===== config.mk =====
export PLATFORM = sky130hd
export DESIGN_NAME = sram_dump_reader_flat
export DESIGN_NICKNAME = d
export VERILOG_FILES = /design/src/rtl/sram_dump_reader_pkg.sv /design/src/rtl/sram_dump_reader_if.sv /design/src/rtl/sram_dump_reader.sv /design/src/flat_wrapper.sv
export SDC_FILE = /design/constraint.sdc
export NUM_CORES = 1
export LEC_CHECK = 0
export ABC_AREA = 1
export ABC_CLOCK_PERIOD_IN_PS = 2200
export BUFFER_PORTS_ARGS = -buffer_cell sky130_fd_sc_hd__buf_2
export CAP_MARGIN = 15
export CORE_MARGIN = 5
export CORE_UTILIZATION = 50
export CTS_CLUSTER_SIZE = 24
export DETAILED_ROUTE_END_ITERATION = 8
export PLACE_DENSITY = 0.8
export SLEW_MARGIN = 10
export SYNTH_ARGS = -nofsm -noshare
export SYNTH_HDL_FRONTEND = slang
export SYNTH_SLANG_ARGS = --single-unit

===== constraint.sdc =====
create_clock -name clk -period 2.2 [get_ports clk]
set_clock_uncertainty 0.2 [all_clocks]
set_input_delay 0.11 -clock clk [delete_from_list [all_inputs] [get_ports clk]]
set_output_delay 0.11 -clock clk [all_outputs]
set_load 0.005 [all_outputs]

===== src/rtl/sram_dump_reader_pkg.sv =====
// Shared widths and FSM encoding for the SRAM dump reader.
package sram_dump_reader_pkg;

    localparam int unsigned WORD_SIZE = 16;
    localparam int unsigned ADDR_SIZE = 8;

    typedef enum logic [2:0] {
        ST_IDLE = 3'd0,
        ST_RD   = 3'd1,
        ST_CAP  = 3'd2,
        ST_HOLD = 3'd3,
        ST_FIN  = 3'd4
    } dump_state_e;

endpackage


===== src/rtl/sram_dump_reader_if.sv =====
// SRAM read port plus valid/ready output stream of the dump reader.
interface sram_dump_reader_if;

    logic                                       mem_rd_en;
    logic [sram_dump_reader_pkg::ADDR_SIZE-1:0] mem_addr;
    logic [sram_dump_reader_pkg::WORD_SIZE-1:0] mem_rdata;
    logic                                       dout_valid;
    logic                                       dout_ready;
    logic [sram_dump_reader_pkg::WORD_SIZE-1:0] dout_data;
    logic [sram_dump_reader_pkg::ADDR_SIZE-1:0] dout_addr;
    logic                                       dout_last;

    modport master (
        output mem_rd_en, mem_addr,
        input  mem_rdata,
        output dout_valid, dout_data, dout_addr, dout_last,
        input  dout_ready
    );

    modport slave (
        input  mem_rd_en, mem_addr,
        output mem_rdata,
        input  dout_valid, dout_data, dout_addr, dout_last,
        output dout_ready
    );

endinterface


===== src/rtl/sram_dump_reader.sv =====
// Reads SRAM range [base_addr..last_addr] (wrapping) and streams it on valid/ready.
// Optional trailing checksum beat enabled by DUMP_CHECKSUM_EN.
module sram_dump_reader
    import sram_dump_reader_pkg::*;
(
    input  logic                 clk,
    input  logic                 rst,
    input  logic                 start,
    input  logic [ADDR_SIZE-1:0] base_addr,
    input  logic [ADDR_SIZE-1:0] last_addr,
    output logic                 busy,
    output logic                 done,
    sram_dump_reader_if.master   bus
);

    dump_state_e          state_q, state_d;
    logic [ADDR_SIZE-1:0] cur_q, cur_d;
    logic [ADDR_SIZE-1:0] end_q, end_d;
    logic                 mem_rd_en_q, mem_rd_en_d;
    logic [ADDR_SIZE-1:0] mem_addr_q, mem_addr_d;
    logic                 dout_valid_q, dout_valid_d;
    logic [WORD_SIZE-1:0] dout_data_q, dout_data_d;
    logic [ADDR_SIZE-1:0] dout_addr_q, dout_addr_d;
    logic                 dout_last_q, dout_last_d;
    logic                 busy_q, busy_d;
    logic                 done_q, done_d;
`ifdef DUMP_CHECKSUM_EN
    logic [WORD_SIZE-1:0] sum_q, sum_d;
    logic                 sum_phase_q, sum_phase_d;
`endif

    // State and all registered outputs
    always_ff @(posedge clk or negedge rst) begin
        if (!rst) begin
            state_q      <= ST_IDLE;
            cur_q        <= '0;
            end_q        <= '0;
            mem_rd_en_q  <= 1'b0;
            mem_addr_q   <= '0;
            dout_valid_q <= 1'b0;
            dout_data_q  <= '0;
            dout_addr_q  <= '0;
            dout_last_q  <= 1'b0;
            busy_q       <= 1'b0;
            done_q       <= 1'b0;
`ifdef DUMP_CHECKSUM_EN
            sum_q        <= '0;
            sum_phase_q  <= 1'b0;
`endif
        end else begin
            state_q      <= state_d;
            cur_q        <= cur_d;
            end_q        <= end_d;
            mem_rd_en_q  <= mem_rd_en_d;
            mem_addr_q   <= mem_addr_d;
            dout_valid_q <= dout_valid_d;
            dout_data_q  <= dout_data_d;
            dout_addr_q  <= dout_addr_d;
            dout_last_q  <= dout_last_d;
            busy_q       <= busy_d;
            done_q       <= done_d;
`ifdef DUMP_CHECKSUM_EN
            sum_q        <= sum_d;
            sum_phase_q  <= sum_phase_d;
`endif
        end
    end

    // Next-state and next-output logic; outputs are loaded one cycle ahead of their state
    always_comb begin
        state_d      = state_q;
        cur_d        = cur_q;
        end_d        = end_q;
        mem_rd_en_d  = mem_rd_en_q;
        mem_addr_d   = mem_addr_q;
        dout_valid_d = dout_valid_q;
        dout_data_d  = dout_data_q;
        dout_addr_d  = dout_addr_q;
        dout_last_d  = dout_last_q;
        busy_d       = busy_q;
        done_d       = 1'b0;
`ifdef DUMP_CHECKSUM_EN
        sum_d        = sum_q;
        sum_phase_d  = sum_phase_q;
`endif
        case (state_q)
            ST_IDLE: begin
                if (start) begin
                    cur_d       = base_addr;
                    end_d       = last_addr;
                    busy_d      = 1'b1;
                    mem_rd_en_d = 1'b1;
                    mem_addr_d  = base_addr;
                    state_d     = ST_RD;
`ifdef DUMP_CHECKSUM_EN
                    sum_d       = '0;
                    sum_phase_d = 1'b0;
`endif
                end
            end
            ST_RD: begin
                mem_rd_en_d = 1'b0;
                state_d     = ST_CAP;
            end
            ST_CAP: begin
                dout_data_d  = bus.mem_rdata;
                dout_addr_d  = cur_q;
                dout_valid_d = 1'b1;
`ifdef DUMP_CHECKSUM_EN
                dout_last_d  = 1'b0;
                sum_d        = sum_q + bus.mem_rdata;
`else
                dout_last_d  = (cur_q == end_q);
`endif
                state_d      = ST_HOLD;
            end
            ST_HOLD: begin
                if (bus.dout_ready) begin
                    dout_valid_d = 1'b0;
`ifdef DUMP_CHECKSUM_EN
                    if (sum_phase_q) begin
                        sum_phase_d = 1'b0;
                        done_d      = 1'b1;
                        state_d     = ST_FIN;
                    end else if (cur_q == end_q) begin
                        // Checksum beat follows the last data word directly
                        dout_valid_d = 1'b1;
                        dout_data_d  = sum_q;
                        dout_addr_d  = '0;
                        dout_last_d  = 1'b1;
                        sum_phase_d  = 1'b1;
                    end else begin
                        cur_d       = cur_q + ADDR_SIZE'(1);
                        mem_rd_en_d = 1'b1;
                        mem_addr_d  = cur_q + ADDR_SIZE'(1);
                        state_d     = ST_RD;
                    end
`else
                    if (cur_q == end_q) begin
                        done_d  = 1'b1;
                        state_d = ST_FIN;
                    end else begin
                        cur_d       = cur_q + ADDR_SIZE'(1);
                        mem_rd_en_d = 1'b1;
                        mem_addr_d  = cur_q + ADDR_SIZE'(1);
                        state_d     = ST_RD;
                    end
`endif
                end
            end
            ST_FIN: begin
                busy_d  = 1'b0;
                state_d = ST_IDLE;
            end
            default: begin
                state_d = ST_IDLE;
            end
        endcase
    end

    assign bus.mem_rd_en  = mem_rd_en_q;
    assign bus.mem_addr   = mem_addr_q;
    assign bus.dout_valid = dout_valid_q;
    assign bus.dout_data  = dout_data_q;
    assign bus.dout_addr  = dout_addr_q;
    assign bus.dout_last  = dout_last_q;
    assign busy           = busy_q;
    assign done           = done_q;

endmodule

===== src/flat_wrapper.sv =====
// flat-port wrapper written by rule: the top's interface ports become plain ports
module sram_dump_reader_flat import sram_dump_reader_pkg::*;
  (clk, rst, start, base_addr, last_addr, busy, done, bus_mem_rd_en, bus_mem_addr, bus_mem_rdata, bus_dout_valid, bus_dout_data, bus_dout_addr, bus_dout_last, bus_dout_ready);
  sram_dump_reader_if bus_i ();
  input  logic clk;
  input  logic rst;
  input  logic start;
  input  logic [ADDR_SIZE-1:0] base_addr;
  input  logic [ADDR_SIZE-1:0] last_addr;
  output logic busy;
  output logic done;
  output wire logic [$bits(bus_i.mem_rd_en)-1:0] bus_mem_rd_en;
  output wire logic [$bits(bus_i.mem_addr)-1:0] bus_mem_addr;
  input wire logic [$bits(bus_i.mem_rdata)-1:0] bus_mem_rdata;
  output wire logic [$bits(bus_i.dout_valid)-1:0] bus_dout_valid;
  output wire logic [$bits(bus_i.dout_data)-1:0] bus_dout_data;
  output wire logic [$bits(bus_i.dout_addr)-1:0] bus_dout_addr;
  output wire logic [$bits(bus_i.dout_last)-1:0] bus_dout_last;
  input wire logic [$bits(bus_i.dout_ready)-1:0] bus_dout_ready;
  assign bus_mem_rd_en = bus_i.mem_rd_en;
  assign bus_mem_addr = bus_i.mem_addr;
  assign bus_i.mem_rdata = bus_mem_rdata;
  assign bus_dout_valid = bus_i.dout_valid;
  assign bus_dout_data = bus_i.dout_data;
  assign bus_dout_addr = bus_i.dout_addr;
  assign bus_dout_last = bus_i.dout_last;
  assign bus_i.dout_ready = bus_dout_ready;
  sram_dump_reader u_core (.clk(clk), .rst(rst), .start(start), .base_addr(base_addr), .last_addr(last_addr), .busy(busy), .done(done), .bus(bus_i));
endmodule

# Word-level counts from Yosys, hierarchy flattened
# Index checks and enable logic that the tools add are counted.
[totals]
register_bits = 48
latch_bits = 0
ramBits = 0
rom_bits = 0
input_bits = 36
out_inout_bits = 37
wordCells = 48
mem_count = 0
[op_classes]
addsub = 1
mul = 0
div = 0
n_lt_le_gt_ge = 0
eq_ne = 8
n_shift = 0
n_mux = 18
bitwise = 0
reduce_logical = 11
[ops]
columns = ["operator", "count"]
rows = [
  ["8-bit 2-to-1 mux", 3],
  ["8-bit case mux with 2 select lines", 1],
  ["3-bit case mux with 4 select lines", 1],
  ["3-bit 2-to-1 mux", 3],
  ["8-bit by 1-bit adder with 8-bit output (second input constant)", 1],
  ["8-bit == test", 1],
  ["2-bit AND reduction", 4],
  ["4-bit AND reduction", 2],
  ["1-bit 2-to-1 mux", 7],
  ["3-bit by 2-bit == test with 1-bit output (second input constant)", 2],
  ["2-bit != test (second input constant)", 3],
  ["2-bit nonzero test", 3],
  ["1-bit case mux with 2 select lines", 2],
  ["3-bit by 1-bit == test with 1-bit output (second input constant)", 1],
  ["3-bit == test (second input constant)", 1],
  ["3-bit logical NOT", 1],
  ["1-bit case mux with 3 select lines", 1],
  ["3-bit nonzero test", 1],
]

# Depth between registers and ports, before layout
[logic_depth]
word_depth = 4
depth_mapped = 10
mapped_depth_nobuf = 9

# Worst setup path before layout
# Ideal clock, no wire load.
[synth_timing]
kind = "register to register"
from = "reg u_core.bus.mem_addr[2] (netlist name)"
to = "reg u_core.mem_addr_q[0] (netlist: u_core.bus.mem_addr[0])"
arrival_ps = 1311
t_required_ps = 1883
setup_slack_ps = 572
stages_incl_launch_ff = 11
path_buffers = 2
period_less_slack_ps = 1628
cell_sequence = "dfrtp_1 -> buf_2 -> inv_1 -> nand2_1 -> nand2_1 -> nand2_1 -> nor2_1 -> nand3_1 -> clkbuf_1 -> nand4_1 -> nand2_1"
[synth_lines]
columns = ["element", "line_no", "text"]
rows = [
  ["end signal, assigned", "sram_dump_reader.sv:55", "mem_addr_q <= mem_addr_d;"],
  ["end, declared", "sram_dump_reader.sv:20", "logic [ADDR_SIZE-1:0] mem_addr_q, mem_addr_d;"],
]

==> impl_metrics.json <==
{
  "fp.dieH_um": 76.29,
  "drc_errors": 0,
  "dp_hpwl_mm": 3.667,
  "h-tree-depth": 2,
  "maxSlewViolCount": 0,
  "regArea_um2": 1201,
  "numCtsBuffers": 5,
  "reg2reg_depth": 9,
  "grt_pass1_vias": 1938,
  "hold_path.class": "input pin to register",
  "synth_nets": 269,
  "hp-start": "base_addr[2]",
  "cp_max_fo": 12,
  "critical_path_required_ns": 2.25,
  "cp.arrival_ns": 1.96,
  "wirelength_mm": 5.307,
  "ir_worst_vdd_mv": 0.6600,
  "cap_violations": 0,
  "syn_area_per_cell_um2": 9.470,
  "hold_path_end": "u_core.bus.mem_addr[2]",
  "gp_congestion": 0.8615,
  "rsz0062_at_grt": "false",
  "worstSetupPathType": "register to register",
  "status": "finished clean",
  "core.rowCount": 24,
  "regToRegStartpoint": "u_core.bus.mem_addr[3]",
  "cts_root_buf": "clkbuf_8",
  "grt_overflow_total": 0,
  "min_period_ns": 1.919,
  "routed_via_density": 4.955,
  "synth_warnings": 0,
  "leakage_nw": 1.609,
  "yosysTopAreaCellShare": 0.5467,
  "via_count": 1967,
  "hold_violations": 0,
  "insertion_delay_ns": 0.30,
  "synth_area_um2": 2197,
  "cts_buffer_depth": 2,
  "coreArea_um2": 4294,
  "drt_iter0_drc": 92,
  "grt_max_degree": 49,
  "diodes": 0,
  "die_area_um2": 5820,
  "tightest_slew_ns": 0.5936,
  "port_buffers": 72,
  "synthDominantAreaCellType": "dfrtp_1",
  "wl_per_cell_um": 13.37,
  "fin_util": 0.7287,
  "nets": 382,
  "post_cts.repair.setup_buffers": 0,
  "grt_pass1_wl_mm": 9.225,
  "place_area_um2": 2655,
  "antenna_found_initial": 0,
  "power_density_nw_per_um2": 1304,
  "synth-seq-cells": 48,
  "ys_seq_area_frac": 0.5467,
  "relSlewSlack": 0.6029,
  "finish.instance_area_um2": 3129,
  "initial_core_util": 0.5117,
  "min_path_cells": 5,
  "multi_input_area_um2": 900.9,
  "drive_gt1_frac": 0.3391,
  "synthCells": 232,
  "area_delta_synth_final_pct": 42.43,
  "synth.distinct_cells": 19,
  "clkTransAtPathRegs_ns": 0.08,
  "cts_tree": "done",
  "start_kind": "register",
  "period_share": 0.8724,
  "firstDrtPassIters": 4,
  "io-pin-count": 73,
  "gr-usage-all-layers": 0.1926,
  "clock_sinks": 48,
  "fmax_ghz": 0.5210,
  "setup_viol": 0,
  "die_width_um": 76.29,
  "reg2reg_to": "u_core.bus.mem_addr[0]",
  "tns_ns": 0,
  "fillers": 297,
  "ff2ff_setup_slack_ns": 0.28,
  "synth_area_leaders": "dfrtp_1, nand2_1, mux2_2",
  "ant_nets": 0,
  "end_kind": "register"
}
==> cells in the mapped netlist, drive strengths merged <==
cell    instances
inv            18
nand3          16
a21oi           5
nor2           13
nor3            2
xnor2           6
buf             5
ha              1
o21ai          15
nand4           9
nand2          70
dfrtp          48
clkbuf          2
mux2           22
==> critical path, stage by stage, from the launching register on <==
cell and delay, ns:
dfrtp_1 0.46, inv_1 0.16, nand2_1 0.07, nand2_1 0.05, nand2_1 0.07, nor2_1 0.19, nand3_2 0.26, nand3_2 0.25
nand2_1 0.09, nand2_1 0.06
==> area by class of cell <==
class | count | share of cell area
sequential | 48 | 0.3838
multi-input combinational | 159 | 0.2879
timing repair buffer | 113 | 0.2447
clock buffer | 5 | 0.02199
inverter | 18 | 0.02159
tap | 52 | 0.02079
clock inverter | 2 | 0.01919
==> sequential cells by signal (all words and copies together) (netlist names) <==
register and flops:
u_core.bus.dout_data 16, u_core.done 1, u_core.busy 1, u_core.state_q 3, u_core.end_q 8, u_core.bus.dout_addr 8
u_core.bus.dout_valid 1, u_core.bus.dout_last 1, u_core.bus.mem_rd_en 1, u_core.bus.mem_addr 8
==> worst max path at each step <==
stage                                start                      to  slack, ns  cells after the start
floorplan           u_core.bus.mem_addr[2]  u_core.bus.mem_addr[0]       0.57                     10
global placement    u_core.bus.mem_addr[3]    u_core.bus.mem_rd_en       0.28                      8
detailed placement  u_core.bus.mem_addr[3]    u_core.bus.mem_rd_en       0.25                      8
CTS                 u_core.bus.mem_addr[3]  u_core.bus.mem_addr[0]       0.19                      9
global route             u_core.state_q[2]    u_core.bus.dout_last       0.08                      4
finish              u_core.bus.mem_addr[3]  u_core.bus.mem_addr[0]       0.28                      9
==> repair_timing <==
action | 4_1_cts | 5_1_grt
endpoints found under the hold margin | 85 | 0
hold buffers | 34 | 0
resized for setup | 0 | 1
endpoints found under the setup margin | 0 | 1
==> per-layer routing <==
| metal | vias to the layer above | global-route usage | wire length, µm |
|---|---|---|---|
| met5 | - | 0 | 0 |
| met4 | 0 | 0.05769 | 109 |
| met3 | 8 | 0.05319 | 426 |
| met2 | 83 | 0.3082 | 2387 |
| met1 | 895 | 0.2550 | 2384 |
| li1 | 981 | - | - |
==> cell usage in the layout, fill, tap and decap left out <==
cell type / instances
buf_2: 72
nand2_1: 68
dfrtp_1: 48
dlygate4sd3_1: 34
mux2_2: 22
inv_1: 15
nand3_1: 14
o21ai_0: 14
nor2_1: 13
nand4_1: 9
xnor2_1: 6
buf_4: 6
a21oi_1: 5
clkbuf_8: 5
inv_2: 3
nand3_2: 2
nand2_2: 2
bufinv_16: 2
nor3_4: 1
o21ai_2: 1
nor3_1: 1
ha_1: 1
buf_12: 1
==> stage by stage <==
step / setup WS [ns] / std cells / power [mW] / hold slack, ns
final: 0.2807 / 397 / 4.080 / 0.02897
after floorplan: 0.5719 / 232 / 2.653 / -0.3856
after global placement: 0.2811 / 356 / 3.243 / -0.08881
after global routing: 0.07917 / 397 / 4.438 / 0.05254
after CTS: 0.1878 / 397 / 4.096 / 0.009269
after detailed placement: 0.2531 / 356 / 3.310 / -0.08687
==> report_power, final <==
group	switching [mW]	internal [mW]
Combinational	0.930	0.863
Clock	0.277	0.447
Sequential	0.288	1.28
Total	1.49	2.59
==> cells by family after synthesis <==
group | Yosys count | share of synthesized area
simple gates | 110 | 0.2181
flops | 48 | 0.5467
buf+inv | 25 | 0.04556
mux | 22 | 0.1128
compound gates | 20 | 0.04727
xor+xnor | 6 | 0.02392
fa+ha+maj | 1 | 0.005694
(Power assumes the default switching activity.)
